`src/rtl/fetch_queue_pkg.sv`:
```
// Shared definitions for the IF->ID fetch queue.
// Optional feature: FETCH_QUEUE_BYPASS_EN (see if_id_fetch_queue.sv).
package fetch_queue_pkg;

   localparam int unsigned FQ_DEPTH = 4;
   localparam int unsigned FQ_WIDTH = 32;
   localparam int unsigned FQ_PTR_W = $clog2(FQ_DEPTH);

   // One queued fetch word at the default width.
   typedef struct packed {
      logic [FQ_WIDTH-1:0] pc;
      logic [FQ_WIDTH-1:0] instruction;
   } fetch_entry_t;

endpackage

```
`src/rtl/fetch_queue_mem.sv`:
```
// Fetch queue storage: DEPTH x DW array, synchronous write, asynchronous read.
// The array has no reset; occupancy tracking in the parent masks stale entries.
module fetch_queue_mem
   import fetch_queue_pkg::*;
#(
   parameter int unsigned DEPTH = FQ_DEPTH,
   parameter int unsigned DW    = 2 * FQ_WIDTH
) (
   input  logic                     clk,
   input  logic                     we,
   input  logic [$clog2(DEPTH)-1:0] waddr,
   input  logic [DW-1:0]            wdata,
   input  logic [$clog2(DEPTH)-1:0] raddr,
   output logic [DW-1:0]            rdata
);

   logic [DW-1:0] mem_q [DEPTH];

   // Write the tail entry on a push.
   always_ff @(posedge clk) begin
      if (we) begin
         mem_q[waddr] <= wdata;
      end
   end

   // Head entry is read combinationally for first-word-fall-through.
   always_comb begin
      rdata = mem_q[raddr];
   end

endmodule

```
`src/rtl/if_id_fetch_queue.sv`:
```
// IF->ID fetch queue: buffers {pc, instruction} from IF, presents the head
// first-word-fall-through to ID, freezes IF when full, and flushes on a taken
// branch. Optional macro FETCH_QUEUE_BYPASS_EN presents an incoming word the
// same cycle when the queue is empty.
module if_id_fetch_queue
   import fetch_queue_pkg::*;
#(
   parameter int unsigned DEPTH = FQ_DEPTH,
   parameter int unsigned WIDTH = FQ_WIDTH
) (
   input  logic                   clk,
   input  logic                   rst,
   input  logic [WIDTH-1:0]       pcIn,
   input  logic [WIDTH-1:0]       instructionIn,
   input  logic                   branchTaken,
   input  logic                   idStall,
   output logic                   freezeIf,
   output logic                   validOut,
   output logic [WIDTH-1:0]       pcOut,
   output logic [WIDTH-1:0]       instructionOut,
   output logic [$clog2(DEPTH):0] count
);

   localparam int unsigned PTR_W = $clog2(DEPTH);
   localparam int unsigned CNT_W = PTR_W + 1;

   typedef struct packed {
      logic [WIDTH-1:0] pc;
      logic [WIDTH-1:0] instruction;
   } entry_t;

   logic [PTR_W-1:0] rd_ptr_q, rd_ptr_d;
   logic [PTR_W-1:0] wr_ptr_q, wr_ptr_d;
   logic [CNT_W-1:0] count_q, count_d;

   logic   empty, full;
   logic   push, pop, bypass;
   logic   wr_en, rd_en;
   entry_t in_entry, rd_entry, head;

   fetch_queue_mem #(
      .DEPTH (DEPTH),
      .DW    (2 * WIDTH)
   ) u_mem (
      .clk   (clk),
      .we    (wr_en),
      .waddr (wr_ptr_q),
      .wdata (in_entry),
      .raddr (rd_ptr_q),
      .rdata (rd_entry)
   );

   // Handshake decode: freeze, push/pop qualification, optional bypass, head select.
   always_comb begin
      in_entry.pc          = pcIn;
      in_entry.instruction = instructionIn;

      empty    = (count_q == '0);
      full     = (count_q == CNT_W'(DEPTH));
      freezeIf = full & ~branchTaken;
      push     = ~freezeIf & ~branchTaken & ~rst;
`ifdef FETCH_QUEUE_BYPASS_EN
      bypass   = empty & push;
`else
      bypass   = 1'b0;
`endif
      validOut = ~empty | bypass;
      pop      = validOut & ~idStall & ~branchTaken;

      // A bypassed word that ID accepts never touches storage.
      wr_en    = push & ~(bypass & pop);
      rd_en    = pop & ~bypass;

      if (bypass) begin
         head = in_entry;
      end else if (!empty) begin
         head = rd_entry;
      end else begin
         head = '0;
      end
      pcOut          = head.pc;
      instructionOut = head.instruction;
      count          = count_q;
   end

   // Next pointer/occupancy: flush empties the queue by aligning rd to wr.
   always_comb begin
      rd_ptr_d = rd_ptr_q;
      wr_ptr_d = wr_ptr_q;
      count_d  = count_q;
      if (branchTaken) begin
         rd_ptr_d = wr_ptr_q;
         count_d  = '0;
      end else begin
         if (wr_en) begin
            wr_ptr_d = wr_ptr_q + PTR_W'(1);
         end
         if (rd_en) begin
            rd_ptr_d = rd_ptr_q + PTR_W'(1);
         end
         case ({wr_en, rd_en})
            2'b10:   count_d = count_q + CNT_W'(1);
            2'b01:   count_d = count_q - CNT_W'(1);
            default: count_d = count_q;
         endcase
      end
   end

   // State registers with synchronous reset overriding push/pop/flush.
   always_ff @(posedge clk) begin
      if (rst) begin
         rd_ptr_q <= '0;
         wr_ptr_q <= '0;
         count_q  <= '0;
      end else begin
         rd_ptr_q <= rd_ptr_d;
         wr_ptr_q <= wr_ptr_d;
         count_q  <= count_d;
      end
   end

endmodule

```
`config.mk`:
```
export PLATFORM = sky130hd
export DESIGN_NAME = if_id_fetch_queue
export DESIGN_NICKNAME = d
export VERILOG_FILES = /design/src/rtl/fetch_queue_pkg.sv /design/src/rtl/fetch_queue_mem.sv /design/src/rtl/if_id_fetch_queue.sv
export SDC_FILE = /design/constraint.sdc
export NUM_CORES = 1
export LEC_CHECK = 0
export ABC_CLOCK_PERIOD_IN_PS = 3450
export CAP_MARGIN = 5
export CORE_MARGIN = 3
export CORE_UTILIZATION = 49
export DETAILED_ROUTE_END_ITERATION = 10
export PLACE_DENSITY = 0.82
export SLEW_MARGIN = 20
export SYNTH_ARGS = -nofsm -noshare
export SYNTH_HDL_FRONTEND = slang
export SYNTH_SLANG_ARGS = --single-unit
export TNS_END_PERCENT = 30
```
`constraint.sdc`:
```
create_clock -name clk -period 3.45 [get_ports clk]
set_input_delay 1.035 -clock clk [delete_from_list [all_inputs] [get_ports clk]]
set_output_delay 1.035 -clock clk [all_outputs]
set_load 0.02 [all_outputs]
```
# --- Yosys cells after proc, flatten, opt, wreduce, memory -nomap -nowiden ---
# Memories as Yosys holds them, arrays and structs flattened. A register that Yosys moved wholly into a read port is not among the register bits.
# Index checks and enable logic that the tools add are counted.
# W data, S select, Z words.
totals:
  mem_count: 1
  input_bits: 68
  elab_cells: 34
  regBits: 7
  out_inout_bits: 69
  ram_bits: 256
memory_table:
  columns: ["memory", "depth", "word_bits", "read_ports", "rd_clocked_by_memory_dff", "write_ports", "line_no", "text"]
  rows:
  - ["u_mem.mem_q", 4, 64, 1, 1, 1, "fetch_queue_mem.sv:17", "logic [DW-1:0] mem_q [DEPTH];"]
classes:
  eq_ne: 3
  reduce_logical: 5
  n_mux: 8
  add_sub_neg: 4
  n_bitwise: 10
op_table:
  columns: ["op", "count"]
  rows:
  - ["$mux W64", 1]
  - ["$mux W2", 4]
  - ["$pmux W3 S2", 1]
  - ["$and A1 B1 Y1", 5]
  - ["$not A1 Y1", 5]
  - ["$add A2 B1 Y2 const B", 2]
  - ["$reduce_bool A2 Y1", 2]
  - ["$add A3 B1 Y3 const B", 1]
  - ["$eq A3 B3 Y1 const B", 1]
  - ["$logic_not A3 Y1", 1]
  - ["$sub A3 B1 Y3 const B", 1]
  - ["$eq A2 B1 Y1 const B", 1]
  - ["$eq A2 B2 Y1 const B", 1]
  - ["$mux W1", 2]
  - ["$reduce_and A2 Y1", 1]
  - ["$reduce_or A2 Y1", 1]

# --- Depth between registers and ports, before layout ---
# Gate-level depths: netlist of run 1.
depth:
  depth_word: 8
  ltp_mapped: 10
  mapped_depth_nobuf: 9

# --- Hierarchy ---
# A second synthesis of run 1 with hierarchy kept.
unflattened:
  hier_cells: 456
  hier_area_um2: 10199.8
by_module_without_submodules:
  columns: ["module", "area_each_um2", "cells_per_inst", "n_inst", "seq_area_each_um2"]
  rows:
  - ["fetch_queue_mem", 9341.5, 338, 1, 7687.4]
  - ["if_id_fetch_queue", 858.3, 118, 1, 140.1]

# --- Least setup slack after synthesis of run 1 ---
# No wires, ideal clock.
synth_path:
  kind: "input to register"
  start: "input branchTaken"
  end: "memory u_mem.mem_q[0][0] (netlist name), enable pin"
  path_stages: 3
  n_path_buf: 1
  slack_ns: -0.033
  setup_ns: 0.429
  arrival_ns: 3.053
  t_required_ns: 3.021
  cell_sequence: "clkbuf_1 nor2_1 and3_1"
synth_between:
  elab_chain_cells: 7
synth_lines:
  columns: ["element", "line_no", "text"]
  rows:
  - ["start: declaration", "if_id_fetch_queue.sv:15", "input logic branchTaken,"]
  - ["$not A1 Y1 (no source line) *", null, null]
  - ["$and A1 B1 Y1", "if_id_fetch_queue.sv:60", "freezeIf = full & ~branchTaken;"]
  - ["$not A1 Y1", "if_id_fetch_queue.sv:61", "push = ~freezeIf & ~branchTaken & ~rst;"]
  - ["$and A1 B1 Y1 * (2 in series)", "if_id_fetch_queue.sv:61", null]
  - ["$mux W1 *", "fetch_queue_mem.sv:21", "if (we) begin"]
  - ["$mux W1 (not written as such) *", "fetch_queue_mem.sv:22", "mem_q[waddr] <= wdata;"]
  - ["end: declaration", "fetch_queue_mem.sv:17", null]
# Every way passes the cells marked *; elsewhere a longest branch is shown, timed or not.

==> flow_metrics.env, run 1 <==
export IMPL_maxSlewHeadroom_pct=70.13
export IMPL_vias=4902
export IMPL_clkPwrFrac_pct=37.5
export IMPL_syn2layout_area_growth_pct=24.87
export IMPL_clockBufferDepth=3
export IMPL_synth_area_per_cell_um2=22.18
export IMPL_multi_input_area_um2=2176
export IMPL_die_w_um=150.6
export IMPL_drc_errors=0
export IMPL_final_common_cell="edfxtp_1"
export IMPL_vias_per_cell=5.399
export IMPL_syn_nets=536
export IMPL_required_ns=2.41
export IMPL_p_sw_share_pct=20.64
export IMPL_postCtsSetupRepairBufs=0
export IMPL_postSynthCellCount=462
export IMPL_timing_fmax_ghz=0.2986
export IMPL_grtUsageMet1_pct=22.44
export IMPL_clock_skew_final_ns=0.008655
export IMPL_drv_slew=0
export IMPL_power_internal_mw=5.342
export IMPL_clk_latency_ns=0.51
export IMPL_grt_first_pass_wirelength_um=29350
export IMPL_diodes=0
export IMPL_portBuffers=136
export IMPL_postRouteAntennaNets=0
export IMPL_setup_viol=0
export IMPL_grt_pass1_vias=5316
export IMPL_whs_ns=0.4997
export IMPL_hpwl_um=11450
export IMPL_ys_seq_elements=265
export IMPL_cp_max_fo=18
export IMPL_powerDensity_nw_per_um2=526.1
export IMPL_die_y_um=150.6
export IMPL_num_rows=52
export IMPL_hold_path_class="reg2reg"
export IMPL_ir_drop_mv=0.3061
export IMPL_p_sw_mw=1.389
export IMPL_nNetsFinal=695
export IMPL_worstSetupStartpointType="register"
export IMPL_firstDrtPassIters=4
export IMPL_use_met2_pct=29.02
export IMPL_synth_cell_type_count=31
export IMPL_initial_utilization_pct=50.32
export IMPL_tightest_slew_ns=0.4463
export IMPL_cts_tree="yes"
export IMPL_yosysWarnings=0
export IMPL_hold_buffers=0
export IMPL_cts_htree_levels=1
export IMPL_antenna_found_initial=1
export IMPL_pin_count=137
export IMPL_drv_cap=0
export IMPL_min_period_ns=3.349
export IMPL_instances_no_fill=908
export IMPL_die_area_um2=22680
export IMPL_grt_use_total_pct=16.87
export IMPL_coreArea_um2=20360
export IMPL_critical_path_cell_chain="bufbuf_16 -> mux4_2 -> and2_1 -> dlygate4sd2_1"
export IMPL_worstPathArrival_ns=2.31
export IMPL_grt_max_degree=65
export IMPL_numClockSinks=265
export IMPL_p_comb_share_pct=8.0
export IMPL_layout_common_cells="edfxtp_1, clkdlybuf4s50_1, and2_1"
export IMPL_end_kind="output pin"
export IMPL_ff_latch_area_um2=7875
export IMPL_drtIter0Drc=290
export IMPL_dp_cells=861
export IMPL_p_leak_nw=4.589
export IMPL_gr_total_overflow=0
export IMPL_seq_area_frac_synth_pct=76.78
export IMPL_drive_gt1_share_pct=18.97
export IMPL_seqPwrFrac_pct=54.5
export IMPL_crit_type="reg2out"
export IMPL_mappedNetlistArea_um2=10250
export IMPL_busiest_layer="met2"
export IMPL_period_share_pct=97.08
export IMPL_cpPeakStageDelay_ns=0.52
export IMPL_cts_root_buf="clkbuf_16"
export IMPL_fillers=1401
export IMPL_cts_buffers=26
export IMPL_wl_per_cell_um=20.81
export IMPL_final_hold_viol_count=0
export IMPL_grtUsageMet3_pct=3.823
export IMPL_crit_path_top_delay_cell="mux4_2"
export IMPL_drt_wl_total_um=18900
export IMPL_globalplace_congestion=0.7593
export IMPL_clkTransAtPathRegs_ns=0.06
export IMPL_rsz0062_at_grt="false"
export IMPL_status="finished, final reports clean"
final cells by class:
type / instances / share of cell area [%]
inverter: 9 / 0.2640
timing repair buffer: 153 / 12.61
multi-input combinational: 166 / 17.00
clock buffer: 33 / 5.456
sequential: 265 / 61.54
clock inverter: 12 / 0.4791
tap: 270 / 2.640
Yosys cell counts, drive strengths merged:
cell type	n	area share, %
and2	65	4.0
and3	4	0.24
dfxtp	9	1.8
clkbuf	9	0.34
o21a	1	0.073
o21ai	2	0.098
buf	13	1.6
or3	1	0.061
o31a	3	0.26
a21boi	1	0.073
nor3	5	0.29
fa	1	0.20
nor2	4	0.15
inv	9	0.33
nand2	1	0.037
ha	5	0.61
a21oi	3	0.15
xor2	2	0.17
mux4	64	14
or3b	1	0.11
nor4	1	0.061
nand3	1	0.049
mux2	1	0.15
edfxtp	256	75
worst max-delay path, delay by kind of cell (launching register included):
kind	cells	cell delay, ns
buf+inv	2	0.68
flops	1	0.43
mux	1	0.52
simple gates	1	0.16
power by group through the flow:
stage	combinational [mW]	clock, mW	sequential (mW)
6_report	0.537	2.53	3.67
5_1_grt	0.581	2.73	3.68
4_1_cts	0.544	2.59	3.67
3_5_place_dp	0.548	0	3.74
3_3_place_gp	0.533	0	3.73
2_1_floorplan	0.319	0	3.72
metal layers:
layer	routed length (um)	vias to the layer above
li1	-	2193
met3	1260	33
met5	17	-
met1	7572	2519
met2	9697	155
met4	349	2
sequential cells by signal, summed over array words and instances, names as in the netlist, named ones only:
signal and count:
u_mem.mem_q 256, count 3, wr_ptr_q 2, rd_ptr_q 2
logic make-up after synthesis:
family,after synthesis,synth area share (%)
DFF,265,76.78
AOI/OAI and AO/OA,10,0.6471
buffers and inverters,31,2.247
adders and majority gates,6,0.8059
muxes,65,14.36
xor gates and xnor gates,2,0.1710
and+or+nand+nor,83,4.994
timing repair:
item,in CTS,in global routing
setup endpoints to repair,54,15
gates cloned,1,1
pin swaps,0,0
gates resized for setup,53,15
worst paths after layout:
check | cells after the start | slack, ns | to | from
worst min-delay path | 2 | 0.50 | wr_ptr_q[0] | wr_ptr_q[0]
worst min register to register | 2 | 0.50 | wr_ptr_q[0] | wr_ptr_q[0]
worst max register to register | 9 | 0.95 | count[2] | count[2]
worst max-delay path | 4 | 0.10 | instructionOut[12] | register
per-stage QoR:
step                      util [%]  TNS, ns  cell area, um^2  worst slack [ns]  total power, mW
after floorplan                  -   -4.054            10250          -0.03167            4.043
after global placement       58.82        0            11980            0.1913            4.260
after detailed placement     58.82        0            11980          0.001329            4.284
after CTS                    62.53  -0.2778            12730           -0.1238            6.807
after global routing         62.83        0            12800          0.008165            6.985
final                        62.83        0            12800            0.1009            6.731
Power figures use the tool's default switching activity.
==> run 2, diff against run 1 <==
- CORE_MARGIN: 3 -> not set
==> flow_metrics.env, run 2 (synthesized netlist as in run 1, its figures left out) <==
export IMPL_layout_common_cells="edfxtp_1, clkdlybuf4s50_1, and2_1"
export IMPL_die_area_um2=21490
export IMPL_ir_drop_mv=0.4018
export IMPL_critical_path_cell_chain="buf_12 -> mux4_1 -> and2_1 -> dlygate4sd2_1"
export IMPL_diodes=0
export IMPL_critPathBufInv=2
export IMPL_clkPwrFrac_pct=39.2
export IMPL_firstDrtPassIters=4
export IMPL_multi_input_area_um2=2176
export IMPL_cp_max_fo=21
export IMPL_timing_fmax_ghz=0.3026
export IMPL_drc_errors=0
export IMPL_drv_slew=0
export IMPL_initial_utilization_pct=50.32
export IMPL_dpl_instance_area_um2=12060
export IMPL_coreArea_um2=20360
export IMPL_nNetsFinal=700
export IMPL_pre_cts_ws_ns=0.02312
export IMPL_clock_skew_final_ns=0.01247
export IMPL_p_leak_nw=4.459
export IMPL_num_rows=52
export IMPL_final_common_cell="edfxtp_1"
export IMPL_grt_pass1_vias=5445
export IMPL_largest_register="u_mem.mem_q"
export IMPL_p_comb_share_pct=7.7
export IMPL_fillers=1398
export IMPL_drt_wl_total_um=18480
export IMPL_hold_path_class="reg2reg"
export IMPL_clkTransAtPathRegs_ns=0.06
export IMPL_worstSetupStartpointType="register"
export IMPL_hpwl_um=11500
export IMPL_antenna_found_initial=0
export IMPL_power_internal_mw=5.499
export IMPL_clk_latency_ns=0.52
export IMPL_grt_first_pass_wirelength_um=29060
export IMPL_cts_root_buf="clkbuf_16"
export IMPL_worstPathArrival_ns=2.27
export IMPL_drv_cap=0
export IMPL_cts_htree_levels=1
export IMPL_die_y_um=146.6
export IMPL_ff_latch_area_um2=7875
export IMPL_rsz0062_at_grt="false"
export IMPL_vias=4920
export IMPL_gr_total_overflow=0
export IMPL_min_period_ns=3.305
export IMPL_final_hold_viol_count=0
export IMPL_vias_per_cell=5.371
export IMPL_wl_per_cell_um=20.17
export IMPL_fin_area_um2=12840
export IMPL_setup_tns_ns=0
export IMPL_largest_reg_flops=256
export IMPL_p_sw_mw=1.413
export IMPL_grt_max_degree=39
export IMPL_drtIter0Drc=207
export IMPL_crit_path_top_delay_cell="mux4_1"
export IMPL_syn2layout_area_growth_pct=25.35
export IMPL_postRouteAntennaNets=0
export IMPL_crit_family="multiplexers"
export IMPL_final_util_pct=63.07
export IMPL_powerDensity_nw_per_um2=538.1
export IMPL_numClockSinks=265
export IMPL_cpPeakStageDelay_ns=0.59
export IMPL_p_sw_share_pct=20.45
export IMPL_tightest_slew_ns=0.4948
export IMPL_status="finished, final reports clean"
export IMPL_setup_slack_ns=0.1452
export IMPL_end_kind="output pin"
export IMPL_drive_gt1_share_pct=19.81
export IMPL_crit_type="reg2out"
export IMPL_grt_use_total_pct=17.67
export IMPL_clockBufferDepth=3
export IMPL_portBuffers=136
export IMPL_cts_buffers=26
export IMPL_setup_viol=0
export IMPL_seqPwrFrac_pct=53.1
export IMPL_maxSlewHeadroom_pct=66.89
export IMPL_required_ns=2.41
export IMPL_hold_buffers=0
export IMPL_cts_tree="yes"
export IMPL_period_share_pct=95.79
export IMPL_die_w_um=146.6
export IMPL_globalplace_congestion=0.7386
export IMPL_pin_count=137
run 2: changes by cell type in the layout (fill, tap and decap cells not counted), sizes merged:
cell / previous run / this run
dlygate4sd2: 49 / 62
buf: 15 / 22
bufinv: 0 / 2
dlymetal6s2s: 15 / 2
bufbuf: 1 / 0
run 2: power by group through the flow:
stage               sequential (mW)  clock (mW)  combinational (mW)
floorplan                      3.72           0               0.319
global placement               3.73           0               0.535
detailed placement             3.74           0               0.551
CTS                            3.67        2.77               0.541
global route                   3.68        2.87               0.571
finish                         3.67        2.71               0.530
run 2: path summary, 6_finish.rpt:
kind	start	endpoint	slack [ns]	cells past startpoint
worst max-delay path	register	instructionOut[2]	0.15	4
worst min-delay path	wr_ptr_q[0]	wr_ptr_q[0]	0.49	2
worst max register to register	count[2]	count[2]	0.99	9
worst min register to register	wr_ptr_q[0]	wr_ptr_q[0]	0.49	2
run 2: worst register-to-register path: stages, from the launching register on:
cell      delay [ns]
dfxtp_1         0.44
or3b_4          0.46
and2_4          0.17
inv_1           0.06
ha_1            0.18
inv_1           0.06
fa_1            0.37
xor2_1          0.16
or3_1           0.32
a21boi_0        0.17
run 2: cell type report:
cell class              instances  share of cell area, %
multi-input cells             166                  16.94
clock inverters                14                 0.9741
flip-flops and latches        265                  61.31
well taps                     270                  2.630
inverters                       9                 0.2630
repair buffers                158                  12.42
clock buffers                  34                  5.465
run 2: stage by stage:
stage	cells	hold slack [ns]	power, mW
6_report	916	0.4947	6.912
5_1_grt	916	0.5235	7.118
4_1_cts	916	0.4971	6.981
3_5_place_dp	865	0.4891	4.294
3_3_place_gp	865	0.4751	4.269
2_1_floorplan	462	0.4623	4.043
run 2: what timing repair did:
item                                    CTS  global route
gates resized for setup                  64             2
setup buffers                             3             0
endpoints found under the setup margin   64             2
run 2: metal layers:
| layer | wire, um | vias up | GRT usage [%] |
|---|---|---|---|
| met4 | 376 | 0 | 4.479 |
| met2 | 9436 | 171 | 30.88 |
| met3 | 1037 | 37 | 3.125 |
| met5 | 0 | - | 0 |
| li1 | - | 2198 | - |
| met1 | 7625 | 2514 | 22.98 |
==> run 3, diff against run 2 <==
- GPL_TIMING_DRIVEN: not set -> 0
==> flow_metrics.env, run 3 (synthesized netlist as in run 1, its figures left out) <==
export IMPL_status="finished, final reports clean"
export IMPL_tightest_slew_ns=0.5365
export IMPL_drv_cap=0
export IMPL_pre_cts_ws_ns=-0.009156
export IMPL_min_period_ns=3.370
export IMPL_die_w_um=146.6
export IMPL_end_kind="output pin"
export IMPL_setup_viol=0
export IMPL_clkTransAtPathRegs_ns=0.06
export IMPL_drtIter0Drc=300
export IMPL_die_area_um2=21490
export IMPL_fin_area_um2=12930
export IMPL_maxSlewHeadroom_pct=64.23
export IMPL_ir_drop_mv=0.4613
export IMPL_postRouteAntennaNets=0
export IMPL_numClockSinks=265
export IMPL_critical_path_cell_chain="buf_8 -> mux4_1 -> and2_1 -> clkdlybuf4s50_1"
export IMPL_gr_total_overflow=0
export IMPL_rsz0062_at_grt="false"
export IMPL_clk_latency_ns=0.52
export IMPL_vias_per_cell=5.366
export IMPL_drc_errors=0
export IMPL_syn2layout_area_growth_pct=26.17
export IMPL_busiest_layer="met2"
export IMPL_clockBufferDepth=3
export IMPL_dpl_instance_area_um2=12040
export IMPL_final_hold_viol_count=0
export IMPL_diodes=0
export IMPL_p_sw_mw=1.411
export IMPL_antenna_found_initial=0
export IMPL_hold_end="wr_ptr_q[0]"
export IMPL_r2r_cells=9
export IMPL_powerDensity_nw_per_um2=556.8
export IMPL_grt_use_total_pct=17.64
export IMPL_final_common_cell="edfxtp_1"
export IMPL_setup_slack_ns=0.07967
export IMPL_firstDrtPassIters=4
export IMPL_power_internal_mw=5.787
export IMPL_wl_per_cell_um=20.35
export IMPL_portBuffers=135
export IMPL_grtUsageMet1_pct=23.36
export IMPL_clkPwrFrac_pct=41.5
export IMPL_cp_depth=4
export IMPL_clock_skew_final_ns=0.01260
export IMPL_crit_family="buffers and inverters"
export IMPL_r2r_slack_ns=0.97
export IMPL_drt_wl_total_um=18720
export IMPL_largest_register="u_mem.mem_q"
export IMPL_globalplace_congestion=0.7230
export IMPL_cts_htree_levels=1
export IMPL_largest_reg_flops=256
export IMPL_cp_max_fo=10
export IMPL_crit_type="reg2out"
export IMPL_use_met2_pct=29.98
export IMPL_grt_first_pass_wirelength_um=29030
export IMPL_p_leak_nw=4.518
export IMPL_multi_input_area_um2=2176
export IMPL_hpwl_um=11580
export IMPL_seqPwrFrac_pct=50.9
export IMPL_ff_latch_area_um2=7868
export IMPL_worstPathArrival_ns=2.34
export IMPL_die_y_um=146.6
export IMPL_cpPeakStageDelay_ns=0.56
export IMPL_critPathBufInv=2
export IMPL_initial_utilization_pct=50.32
export IMPL_hold_buffers=0
export IMPL_timing_fmax_ghz=0.2967
export IMPL_p_sw_share_pct=19.61
export IMPL_nNetsFinal=704
export IMPL_required_ns=2.41
export IMPL_p_comb_share_pct=7.6
export IMPL_final_util_pct=63.49
export IMPL_cts_root_buf="clkbuf_16"
export IMPL_cts_buffers=26
export IMPL_pin_count=137
export IMPL_hold_path_startpoint="wr_ptr_q[0]"
export IMPL_num_rows=52
export IMPL_min_path_cells=2
export IMPL_cts_tree="yes"
export IMPL_grtUsageMet3_pct=3.281
export IMPL_vias=4937
export IMPL_drv_slew=0
export IMPL_layout_common_cells="edfxtp_1, clkdlybuf4s50_1, and2_1"
export IMPL_coreArea_um2=20360
export IMPL_period_share_pct=97.69
export IMPL_rr_startpoint="count[2]"
export IMPL_hold_path_class="reg2reg"
export IMPL_drive_gt1_share_pct=20.31
export IMPL_grt_pass1_vias=5335
export IMPL_crit_path_top_delay_cell="mux4_1"
export IMPL_r2r_end="count[2]"
export IMPL_fillers=1392
export IMPL_grt_max_degree=35
export IMPL_worstSetupStartpointType="register"
-- run 3: cell count changes in the layout (fill, tap and decap cells not counted), moves of 2 or more --
cell           change
clkbuf_2           +6
bufinv_16          +4
clkinvlp_4         -2
dfxtp_1            +2
dfxtp_4            -2
clkbuf_1           -2
dlygate4sd2_1      -2
buf_4              -3
clkinv_2           +4
-- run 3: timing repair --
action                                  CTS  global route
gates resized for setup                  75             2
endpoints found under the setup margin   64             2
buffers inserted                          1             0
pin swaps                                 1             0
-- run 3: stage by stage --
stage	power, mW	hold WS, ns	TNS [ns]	cells
after floorplan	4.043	0.4623	-4.054	462
after global placement	4.266	0.4845	-227.29	867
after detailed placement	4.297	0.5018	-0.02333	871
after CTS	7.262	0.5117	0	920
after global routing	7.426	0.5344	0	920
final	7.198	0.5064	0	920
-- run 3: worst max path at each step --
| stage | slack [ns] | endpoint |
|---|---|---|
| 2_1_floorplan | -0.03 | u_mem.mem_q[2][0] |
| 3_3_place_gp | -1.52 | u_mem.mem_q[2][40] |
| 3_5_place_dp | -0.009 | instructionOut[18] |
| 4_1_cts | 0.03 | instructionOut[1] |
| 5_1_grt | 0.003 | instructionOut[2] |
| 6_report | 0.08 | instructionOut[0] |
-- run 3: power groups by stage --
stage               registers, mW  clock network [mW]  logic [mW]
finish                       3.66                2.99       0.548
global route                 3.67                3.17       0.590
CTS                          3.66                3.04       0.559
detailed placement           3.73                   0       0.568
global placement             3.73                   0       0.540
floorplan                    3.72                   0       0.319
-- run 3: cell type report --
type / instances / share of cell area, %
Timing Repair Buffer: 140 / 10.59
Inverter: 9 / 0.2613
Clock inverter: 18 / 1.800
Sequential cell: 265 / 60.85
Clock buffer: 30 / 5.313
Multi-Input combinational cell: 166 / 16.83
Tap cell: 270 / 2.613
Buffer: 22 / 1.742
-- run 3: per-layer routing --
| metal | share of wire [%] | vias to the layer above |
|---|---|---|
| li1 | - | 2218 |
| met1 | 42 | 2546 |
| met2 | 52 | 145 |
| met3 | 5.1 | 28 |
| met4 | 1.6 | 0 |
| met5 | 0 | - |
-- run 3: worst min-delay path: stages (launching register included) --
cell	delay, ns
dfxtp_1	0.34
nand2_1	0.07
o21ai_1	0.06
